<file path="src/rtl/pong_motion.sv">
// ---------------------------------------------------------------------------
// pong_motion -- per-frame game-state engine feeding the pong renderer.
//
// Once per video frame (frame_tick) the paddle is stepped from the player
// buttons. The ball is advanced, bounced off the top/bottom/left wall/paddle,
// and a miss past the paddle is detected. All object coordinates are
// registered and hold between ticks.
//
// Ports:
//   CLK          in   pixel clock (same as the VGA timing generator)
//   RST_N        in   asynchronous active-low reset
//   frame_tick   in   one-CLK pulse per frame (start of vertical blank)
//   BTN_UP       in   raw async button, paddle up
//   BTN_DN       in   raw async button, paddle down
//   bar_y_t      out  paddle top y
//   ball_x       out  ball left x
//   ball_y       out  ball top y
//   ball_active  out  ball visible (renderer gates the ball with it)
//   miss         out  one-CLK pulse when the ball passes the paddle
//
// Build option:
//   AUTO_PADDLE_EN  when defined, the paddle tracks the ball centre and the
//                   buttons are ignored; SERVE exits on the first tick.
// ---------------------------------------------------------------------------
module pong_motion #(
  parameter int BAR_V        = 4,
  parameter int BALL_V       = 2,
  parameter int SERVE_FRAMES = 60
) (
  input  logic       CLK,
  input  logic       RST_N,
  input  logic       frame_tick,
  input  logic       BTN_UP,
  input  logic       BTN_DN,
  output logic [9:0] bar_y_t,
  output logic [9:0] ball_x,
  output logic [9:0] ball_y,
  output logic       ball_active,
  output logic       miss
);

  // Geometry shared with the renderer.
  localparam int MAX_X      = 640;
  localparam int MAX_Y      = 480;
  localparam int WALL_X_R   = 35;
  localparam int BAR_X_L    = 580;
  localparam int BAR_X_R    = 583;
  localparam int BAR_Y_SIZE = 72;
  localparam int BALL_SIZE  = 8;
  localparam int SERVE_X    = 320;
  localparam int SERVE_Y    = 236;

  // Derived limits, all in the 11-bit domain so sums never wrap.
  localparam logic [10:0] C_BAR_V    = 11'(BAR_V);
  localparam logic [10:0] C_BALL_V   = 11'(BALL_V);
  localparam logic [10:0] C_BAR_MAX  = 11'(MAX_Y - BAR_Y_SIZE);       // 408
  localparam logic [10:0] C_BAR_HALF = 11'(BAR_Y_SIZE / 2);           // 36
  localparam logic [10:0] C_BAR_SPAN = 11'(BAR_Y_SIZE - 1);           // 71
  localparam logic [10:0] C_BALL_HALF= 11'(BALL_SIZE / 2);            // 4
  localparam logic [10:0] C_BALL_SPAN= 11'(BALL_SIZE - 1);            // 7
  localparam logic [10:0] C_Y_BOT    = 11'(MAX_Y - BALL_SIZE);        // 472
  localparam logic [10:0] C_X_WALL   = 11'(WALL_X_R + 1);             // 36
  localparam logic [10:0] C_X_PAD    = 11'(BAR_X_L - BALL_SIZE);      // 572
  localparam logic [10:0] C_X_MISS   = 11'(MAX_X - BALL_SIZE);        // 632
  localparam logic [9:0]  C_BAR_RST  = 10'((MAX_Y - BAR_Y_SIZE) / 2); // 204
  localparam logic [9:0]  C_SERVE_X  = 10'(SERVE_X);
  localparam logic [9:0]  C_SERVE_Y  = 10'(SERVE_Y);

  localparam int CNT_W = (SERVE_FRAMES > 1) ? $clog2(SERVE_FRAMES) : 1;
  localparam logic [CNT_W-1:0] C_CNT_LAST = CNT_W'(SERVE_FRAMES - 1);

  typedef enum logic [1:0] {
    SERVE = 2'd0,
    PLAY  = 2'd1,
    MISS  = 2'd2
  } state_t;

  // Per-axis result of one ball step.
  typedef struct packed {
    logic [9:0] pos;
    logic       dir_pos;  // 1 = moving toward larger coordinate
  } axis_t;

  state_t           state;
  logic             dx_pos, dy_pos;
  logic [CNT_W-1:0] cnt;

  // ---------------------------------------------------------------------
  // Button synchronisers (2 flops each).
  // ---------------------------------------------------------------------
  logic [1:0] up_sync, dn_sync;
  logic       up_s, dn_s;

  always_ff @(posedge CLK or negedge RST_N) begin
    if (!RST_N) begin
      up_sync <= '0;
      dn_sync <= '0;
    end else begin
      up_sync <= {up_sync[0], BTN_UP};
      dn_sync <= {dn_sync[0], BTN_DN};
    end
  end

  assign up_s = up_sync[1];
  assign dn_s = dn_sync[1];

  // ---------------------------------------------------------------------
  // Paddle step.
  // ---------------------------------------------------------------------
  logic [10:0] bar11, x11, y11;
  logic        go_up, go_dn, serve_go;
  logic [10:0] bar_sum;
  logic [9:0]  bar_nxt;

  assign bar11 = {1'b0, bar_y_t};
  assign x11   = {1'b0, ball_x};
  assign y11   = {1'b0, ball_y};

`ifdef AUTO_PADDLE_EN
  // Track the ball: compare ball centre against paddle centre.
  logic [10:0] ball_ctr, bar_ctr;
  assign ball_ctr = y11 + C_BALL_HALF;
  assign bar_ctr  = bar11 + C_BAR_HALF;
  assign go_up    = (ball_ctr < bar_ctr);
  assign go_dn    = (ball_ctr > bar_ctr);
  assign serve_go = 1'b1;
`else
  // Both buttons together cancel out.
  assign go_up    = up_s & ~dn_s;
  assign go_dn    = dn_s & ~up_s;
  assign serve_go = up_s | dn_s;
`endif

  assign bar_sum = bar11 + C_BAR_V;

  always_comb begin
    bar_nxt = bar_y_t;
    if (go_up) begin
      if (bar11 < C_BAR_V) bar_nxt = '0;
      else                 bar_nxt = bar_y_t - 10'(BAR_V);
    end else if (go_dn) begin
      if (bar_sum > C_BAR_MAX) bar_nxt = C_BAR_MAX[9:0];
      else                     bar_nxt = bar_sum[9:0];
    end
  end

  // ---------------------------------------------------------------------
  // Ball step, evaluated on pre-tick positions. The two axes are
  // independent so a corner hit flips both directions in one tick.
  // ---------------------------------------------------------------------
  axis_t       y_step, x_step;
  logic        x_miss;
  logic        pad_overlap;
  logic [10:0] y_sum, x_sum;

  assign y_sum = y11 + C_BALL_V;
  assign x_sum = x11 + C_BALL_V;

  always_comb begin
    y_step.pos     = ball_y;
    y_step.dir_pos = dy_pos;
    if (!dy_pos) begin
      if (y11 < C_BALL_V) begin
        y_step.pos     = '0;
        y_step.dir_pos = 1'b1;
      end else begin
        y_step.pos = ball_y - 10'(BALL_V);
      end
    end else begin
      if (y_sum > C_Y_BOT) begin
        y_step.pos     = C_Y_BOT[9:0];
        y_step.dir_pos = 1'b0;
      end else begin
        y_step.pos = y_sum[9:0];
      end
    end
  end

  assign pad_overlap = (y11 + C_BALL_SPAN >= bar11) &&
                       (y11 <= bar11 + C_BAR_SPAN);

  always_comb begin
    x_step.pos     = ball_x;
    x_step.dir_pos = dx_pos;
    x_miss         = 1'b0;
    if (!dx_pos) begin
      if (x11 < C_X_WALL + C_BALL_V) begin
        x_step.pos     = C_X_WALL[9:0];
        x_step.dir_pos = 1'b1;
      end else begin
        x_step.pos = ball_x - 10'(BALL_V);
      end
    end else begin
      // Paddle face is crossed this tick: snap to the face and reflect.
      if ((x11 <= C_X_PAD) && (x_sum > C_X_PAD) && pad_overlap) begin
        x_step.pos     = C_X_PAD[9:0];
        x_step.dir_pos = 1'b0;
      end else if (x_sum > C_X_MISS) begin
        x_miss = 1'b1;  // position holds; FSM takes over
      end else begin
        x_step.pos = x_sum[9:0];
      end
    end
  end

  // ---------------------------------------------------------------------
  // Game FSM with registered outputs.
  // ---------------------------------------------------------------------
  always_ff @(posedge CLK or negedge RST_N) begin
    if (!RST_N) begin
      state       <= SERVE;
      dx_pos      <= 1'b0;
      dy_pos      <= 1'b1;
      cnt         <= '0;
      bar_y_t     <= C_BAR_RST;
      ball_x      <= C_SERVE_X;
      ball_y      <= C_SERVE_Y;
      ball_active <= 1'b1;
      miss        <= 1'b0;
    end else begin
      miss <= 1'b0;
      if (frame_tick) begin
        bar_y_t <= bar_nxt;
        case (state)
          SERVE: begin
            ball_x      <= C_SERVE_X;
            ball_y      <= C_SERVE_Y;
            ball_active <= 1'b1;
            if (serve_go) begin
              dx_pos <= 1'b0;
              dy_pos <= 1'b1;
              state  <= PLAY;
            end
          end
          PLAY: begin
            ball_y <= y_step.pos;
            dy_pos <= y_step.dir_pos;
            if (x_miss) begin
              miss        <= 1'b1;
              ball_active <= 1'b0;
              cnt         <= '0;
              state       <= MISS;
            end else begin
              ball_x <= x_step.pos;
              dx_pos <= x_step.dir_pos;
            end
          end
          MISS: begin
            if (cnt == C_CNT_LAST) begin
              cnt         <= '0;
              ball_x      <= C_SERVE_X;
              ball_y      <= C_SERVE_Y;
              ball_active <= 1'b1;
              state       <= SERVE;
            end else begin
              cnt <= cnt + 1'b1;
            end
          end
          default: state <= SERVE;
        endcase
      end
    end
  end

endmodule

</file>
<file path="config.mk">
export PLATFORM = sky130hd
export DESIGN_NAME = pong_motion
export DESIGN_NICKNAME = d
export VERILOG_FILES = /design/src/rtl/pong_motion.sv
export SDC_FILE = /design/constraint.sdc
export NUM_CORES = 1
export LEC_CHECK = 0
export ABC_CLOCK_PERIOD_IN_PS = 4040
export BUFFER_PORTS_ARGS = -buffer_cell sky130_fd_sc_hd__buf_2
export CORE_ASPECT_RATIO = 1.4
export CORE_MARGIN = 1.5
export CORE_UTILIZATION = 40
export DETAILED_ROUTE_END_ITERATION = 8
export GPL_ROUTABILITY_DRIVEN = 0
export PLACE_DENSITY = 0.58
export SLEW_MARGIN = 20
export SYNTH_ARGS = -nofsm -noshare
export SYNTH_HDL_FRONTEND = slang
export SYNTH_SLANG_ARGS = --single-unit
</file>
<file path="constraint.sdc">
create_clock -name CLK -period 4.04 [get_ports CLK]
set_input_delay 0.202 -clock CLK [delete_from_list [all_inputs] [get_ports CLK]]
set_output_delay 0.202 -clock CLK [all_outputs]
set_load 0.01 [all_outputs]
</file>
==> impl_metrics.py, run 1 <==
metrics = {
    "logic_synthesis": {
        "ys.warnings.count": 0,
        "synth-edff-count": 0,
        "yosys.area.top_type_share_pct": 17.3,
        "syn_area_um2": 4180,
        "synth.largest_area_cell": "dfrtp_1",
        "synth.avg_cell_area_um2": 8.07,
        "synth-seq-area-share_pct": 25.5,
        "async_reset_ff_share_pct": 100,
        "ys.flop_type": "dfrtp_1",
        "synth.distinct_cells": 85,
        "syn_inst": 518,
        "synth_area_leaders": "dfrtp_1 (17%), ha_1 (9.0%), dfstp_2 (8.2%), o21ai_0 (4.4%), a21oi_1 (3.9%)",
        "ys_seq_elements": 42,
    },
    "route": {
        "drc": 0,
        "avgViaCountPerCell": 6.04,
        "drtAntennaViolNets": 0,
        "drt_first_pass_iters": 5,
        "wl_mm": 11.8,
        "drt_iter0_markers": 318,
        "dr_total_vias": 4031,
        "wl_per_cell_um": 17.7,
    },
    "cts": {
        "cts_buffer_depth": 2,
        "cts_buffers": 5,
        "cts_sinks": 42,
        "post_cts_buffers": 0,
        "tritoncts": "built",
        "cts-htree-levels": 2,
        "clock_latency_ns": 0.30,
        "path_clk_slew_ns": 0.07,
        "cts-root-buf": "clkbuf_16",
    },
    "timing": {
        "finalCritPeriodShare_pct": 89.6,
        "final-hold-violation-count": 0,
        "slew_headroom_pct": 33.4,
        "max_freq_mhz": 276,
        "timing.hold.ws_ns": 0.0231,
        "rsz0062_at_grt": "no",
        "final-setup-viol-count": 0,
        "worstMarginPinSlew_ns": 0.999,
        "skew_ns": 0.00754,
        "fin_tns_setup_ns": 0,
        "slew_viol_final": 0,
        "min_period_ns": 3.62,
    },
    "layout": {
        "nets": 563,
        "fill_cells": 1078,
        "design_area_um2": 4500,
        "fin_util_pct": 43.7,
        "syn2layout_area_growth_pct": 7.66,
        "n_antenna_cell": 0,
        "drive_above_1_share_pct": 15.9,
    },
    "worst_setup_path": {
        "critPathMaxFanout": 13,
        "arrival_ns": 3.84,
        "path_buf_inv": 1,
        "cp_top_family": "compound AO/OA/AOI/OAI gates",
        "critPathMaxStageDelay_ns": 0.66,
        "start_kind": "flop",
        "critPathCaptureType": "flop",
        "critical_path_class": "flop to flop",
        "cp.required_ns": 4.26,
        "worst_path_max_delay_cell": "dfstp_2",
        "crit_path_cell_trace": "ha_1 -> nand3_1 -> xnor2_1 -> inv_1 -> ha_1 -> a22oi_1 -> o211ai_1 -> o221ai_1 -> o211ai_1 -> a221oi_4 -> o21ai_1 -> a22oi_1",
    },
    "floorplan": {
        "die-area_um2": 11100,
        "die_h_um": 124,
        "core.rowCount": 44,
        "num_io_pins": 37,
        "initial_core_util_pct": 40.6,
        "die_w_um": 89.4,
        "core_um2": 10300,
    },
    "status": {
        "outcome": "complete, no violations",
    },
    "placed_design": {
        "place_area_um2": 4340,
        "hpwl_mm": 8.62,
        "port_buffers": 32,
    },
    "global_route": {
        "grt_max_degree": 43,
        "grt_pass1_wl_mm": 19.2,
        "gr-total-overflow": 0,
        "grt_antenna_before_repair": 0,
        "track_usage_pct": 22.5,
        "grt_pass1_vias": 3810,
    },
    "power": {
        "power.density_nw_per_um2": 778,
        "vdd_drop_max_v": 0.000255,
        "leakage_nw": 1.92,
    },
    "worst_hold_path": {
        "holdCritPathClass": "primary input to flop",
    },
    "job": {
        "drv_cap": 0,
    },
}
[cell families (layout without fill, tap and decap cells)]
family	count (synthesis)	in the layout	synth area share, %
AOI/OAI and AO/OA	171	171	29.4
xor gates and xnor gates	22	22	4.61
adders and majority gates	30	30	8.97
buffers and inverters	71	79	8.08
DFF	42	42	25.5
muxes	4	4	1.02
other	1	4	0.0897
and+or+nand+nor	177	177	22.3
[report_power, final]
part / internal, mW / switching (mW) / leakage [nW]
clock network: 0.233 / 0.202 / 0.0704
logic: 0.882 / 1.22 / 1.38
registers: 0.595 / 0.369 / 0.474
total: 1.71 / 1.79 / 1.92
[cells in the mapped netlist (4+ instances only)]
master     n
or3_1      6
buf_2      5
inv_1     33
dfrtp_1   29
xor2_1     6
a21oi_1   33
o41ai_1    4
xnor2_1   16
ha_1      30
a211oi_1   7
o22ai_1    4
nand2_1   36
nor3_1    18
and2_1     5
o221ai_1  10
buf_6      4
o211ai_1   7
o31ai_1    6
nand3_1   20
a31oi_1   10
buf_4      9
a22oi_1    4
nand4_1   12
clkbuf_1  15
nor2_1    43
o21ai_0   37
and3_1     7
dfstp_2   13
a221o_1    4
[worst paths after layout]
kind	depth (start not counted)	to	slack, ns	startpoint
min reg2reg	0	up_sync[1]	0.36	up_sync[0]
min	1	up_sync[0]	0.02	BTN_UP
min in group asynchronous	1	bar_y_t[5]	0.07	RST_N
max	12	ball_x[8]	0.42	bar_y_t[2]
max reg2reg	12	ball_x[8]	0.42	bar_y_t[2]
max in group asynchronous	1	cnt[5]	3.36	RST_N
[flip-flops by register name, summed over array words and instances, names as in the netlist]
register / count
ball_active: 1
ball_x: 9
ball_y: 9
bar_y_t: 8
cnt: 6
dn_sync: 2
dx_pos: 1
dy_pos: 1
miss: 1
state: 2
up_sync: 2
[through the flow]
stage	std cells	total power, mW	worst slack [ns]
floorplan	521	2.51	0.791
global placement	658	3.03	0.599
detailed placement	658	3.06	0.446
CTS	667	3.51	0.403
global route	667	3.84	0.0534
finish	667	3.50	0.418
[metal layers]
layer	vias to the layer above	track usage, %	part of all wire [%]
li1	1941	-	-
met1	1941	27.6	42
met2	125	39.2	52
met3	24	3.58	4.4
met4	0	8.08	2.3
met5	-	0	0
[final cells by class]
type,count,area [um2],share of cell area (%)
multi-input combinational,408,2790,61.9
sequential,42,1070,23.7
timing repair buffer,36,193,4.28
tap,138,173,3.83
inverter,35,131,2.92
clock buffer,5,125,2.78
clock inverter,3,25.0,0.556
[cells in the final DEF, fill, tap and decap left out, types with 3 or more instances in the layout]
master     synthesis  layout
a211oi_1           7       7
a21o_1             3       3
a21oi_1           33      33
a221o_1            4       4
a221oi_1           3       3
a22oi_1            4       4
a31oi_1           10      10
and2_1             5       5
and3_1             7       7
and4_1             3       3
buf_2              5      32
buf_4              9       3
clkbuf_16          0       5
conb_1             1       4
dfrtp_1           29      29
dfstp_2           13      13
ha_1              30      30
inv_1             33      33
nand2_1           36      36
nand3_1           20      20
nand4_1           12      12
nor2_1            43      43
nor2b_1            3       3
nor3_1            18      18
o211ai_1           7       7
o21a_1             3       3
o21ai_0           37      37
o221ai_1          10      10
o22ai_1            4       4
o31ai_1            6       6
o41ai_1            4       4
or2_2              3       3
or3_1              6       6
xnor2_1           16      16
xor2_1             6       6
[timing repair]
action | in CTS | in global routing
hold buffers | 1 | 0
resized for setup | 0 | 0
endpoints found under the setup margin | 0 | 0
hold endpoints to repair | 1 | 0
Power figures use the tool's default switching activity.
==> run 2: changes to the inputs <==
ABC_CLOCK_PERIOD_IN_PS = 3300   (was 4040)
CELL_PAD_IN_SITES_DETAIL_PLACEMENT = 0   (was default)
CELL_PAD_IN_SITES_GLOBAL_PLACEMENT = 1   (was default)
PLACE_DENSITY = 0.76   (was 0.58)
clock period = 3.3 ns   (was 4.04 ns; I/O delays follow)
==> run 2 against run 1 <==
Effect of this change:
- largest power group unchanged
- flip-flop and latch count stayed put
- power is 38% higher
- design area is 9.3% higher
- via count is 6.7% higher
- clock skew is 0.0038 ns lower
- critical path depth is 2 higher
- worst hold slack better by 0.23 ns
- clock power is 17% higher
- sequential share of layout area is 2.0 points lower
- highest routed layer unchanged
- critical path type unchanged
==> impl_metrics.py, run 2 (synthesis results as in run 1) <==
metrics = {
    "global_route": {
        "track_usage_pct": 23.6,
        "gr-total-overflow": 0,
        "grt_pass1_wl_mm": 20.1,
        "grt_antenna_before_repair": 0,
        "grt_pass1_vias": 4020,
        "grt_max_degree": 43,
    },
    "worst_setup_path": {
        "start_kind": "flop",
        "critPathMaxFanout": 6,
        "arrival_ns": 3.40,
        "critical_path_class": "flop to flop",
        "cp.required_ns": 3.47,
        "critPathCaptureType": "flop",
    },
    "floorplan": {
        "core.rowCount": 44,
        "die-area_um2": 11100,
        "die_w_um": 89.4,
        "initial_core_util_pct": 40.6,
        "core_um2": 10300,
        "num_io_pins": 37,
        "die_h_um": 124,
    },
    "timing": {
        "worstMarginPinSlew_ns": 0.868,
        "final-setup-viol-count": 0,
        "min_period_ns": 3.23,
        "fin_tns_setup_ns": 0,
        "layout_setup_ws_ns": 0.0700,
        "rsz0062_at_grt": "yes",
        "final-hold-violation-count": 0,
        "slew_headroom_pct": 41.5,
        "skew_ns": 0.00374,
        "max_freq_mhz": 310,
        "timing.hold.ws_ns": 0.256,
        "finalCritPeriodShare_pct": 97.9,
        "slew_viol_final": 0,
    },
    "layout": {
        "syn2layout_area_growth_pct": 17.6,
        "fill_cells": 1042,
        "design_area_um2": 4920,
        "layout_commonest_cell": "buf_4",
        "layout_common_cells": "buf_4 (45), nor2_1 (43), o21ai_0 (37)",
        "n_antenna_cell": 0,
        "drive_above_1_share_pct": 24.4,
        "nets": 607,
        "largestRegisters": "ball_x (9), ball_y (9), bar_y_t (8)",
        "fin_util_pct": 47.8,
    },
    "route": {
        "avgViaCountPerCell": 6.05,
        "drt_iter0_markers": 348,
        "wl_met3_um": 553,
        "wl_per_cell_um": 18.0,
        "met1_length_mm": 5.26,
        "drtAntennaViolNets": 0,
        "wl_mm": 12.8,
        "met2_length_mm": 6.56,
        "drc": 0,
        "topRoutingLayerUsed": "met4",
        "dr_total_vias": 4302,
        "drt_first_pass_iters": 8,
    },
    "placed_design": {
        "port_buffers": 32,
        "place_area_um2": 4590,
        "place_ws_ns": -0.0481,
        "hpwl_mm": 9.53,
    },
    "cts": {
        "cts_buffer_depth": 2,
        "tritoncts": "built",
        "cts_buffers": 5,
        "clock_latency_ns": 0.29,
        "cts_sinks": 42,
        "cts-root-buf": "clkbuf_16",
        "cts-htree-levels": 2,
        "path_clk_slew_ns": 0.06,
    },
    "power": {
        "vdd_drop_max_v": 0.000381,
        "power.density_nw_per_um2": 984,
        "leakage_nw": 2.15,
    },
    "status": {
        "outcome": "complete, no violations",
    },
    "job": {
        "drv_cap": 0,
    },
    "worst_hold_path": {
        "holdCritPathClass": "primary input to flop",
    },
}
-- run 2: cell types whose count changed in the layout (fill, tap and decap cells not counted), moves of 2 or more --
cell and delta:
buf_4 +42, ha_1 -3, dlygate4sd3_1 +2, ha_2 +2, nor3_1 -2, o21ai_1 -2
-- run 2: routing by layer --
| layer | global-route usage [%] | up-vias |
|---|---|---|
| li1 | - | 2039 |
| met1 | 28.1 | 2061 |
| met2 | 42.1 | 157 |
| met3 | 2.72 | 45 |
| met4 | 9.90 | 0 |
| met5 | 0 | - |
-- run 2: layout make-up --
cell class | count | area [um2] | area share [%]
inverter | 35 | 131 | 2.67
timing repair buffer | 80 | 534 | 10.9
clock inverter | 3 | 21.3 | 0.432
sequential | 42 | 1070 | 21.7
multi-input combinational | 408 | 2870 | 58.3
tap | 138 | 173 | 3.51
clock buffer | 5 | 125 | 2.54
-- run 2: critical path, cell delays in order, from the launching register on --
cell	delay, ns
dfstp_2	0.58
and4_1	0.23
nor2_1	0.07
or3_4	0.34
xnor2_2	0.14
ha_2	0.21
nor3_2	0.13
o211ai_1	0.13
o221ai_2	0.09
o211ai_1	0.11
buf_4	0.17
a221o_2	0.42
buf_4	0.16
a21oi_1	0.20
o22ai_1	0.12
-- run 2: final timing paths --
check	start	to	slack, ns	cells after the start
max in group asynchronous	RST_N	dn_sync[1]	2.49	2
setup / recovery	bar_y_t[3]	ball_x[9]	0.07	14
hold reg to reg	dn_sync[0]	dn_sync[1]	0.35	0
setup reg to reg	bar_y_t[3]	ball_x[9]	0.07	14
hold / removal	frame_tick	cnt[0]	0.26	2
min in group asynchronous	RST_N	ball_y[8]	0.40	2
-- run 2: repair_timing --
item                                   CTS  global route
pin swaps                                2             6
hold buffers                             2             1
endpoints found under the hold margin    2            29
setup endpoints to repair                2            17
gates resized for setup                  0            17
buffers inserted                         3             6
-- run 2: stage by stage --
stage / std cells / total power, mW
finish: 711 / 4.84
global placement: 691 / 3.98
floorplan: 521 / 3.08
detailed placement: 691 / 4.04
global route: 711 / 5.22
CTS: 704 / 4.62
-- run 2: report_power, final --
part | internal [mW] | switching (mW) | total, mW
Sequential | 0.725 | 0.284 | 1.01
Clock | 0.281 | 0.227 | 0.508
Combinational | 1.46 | 1.86 | 3.33
Total | 2.47 | 2.37 | 4.84
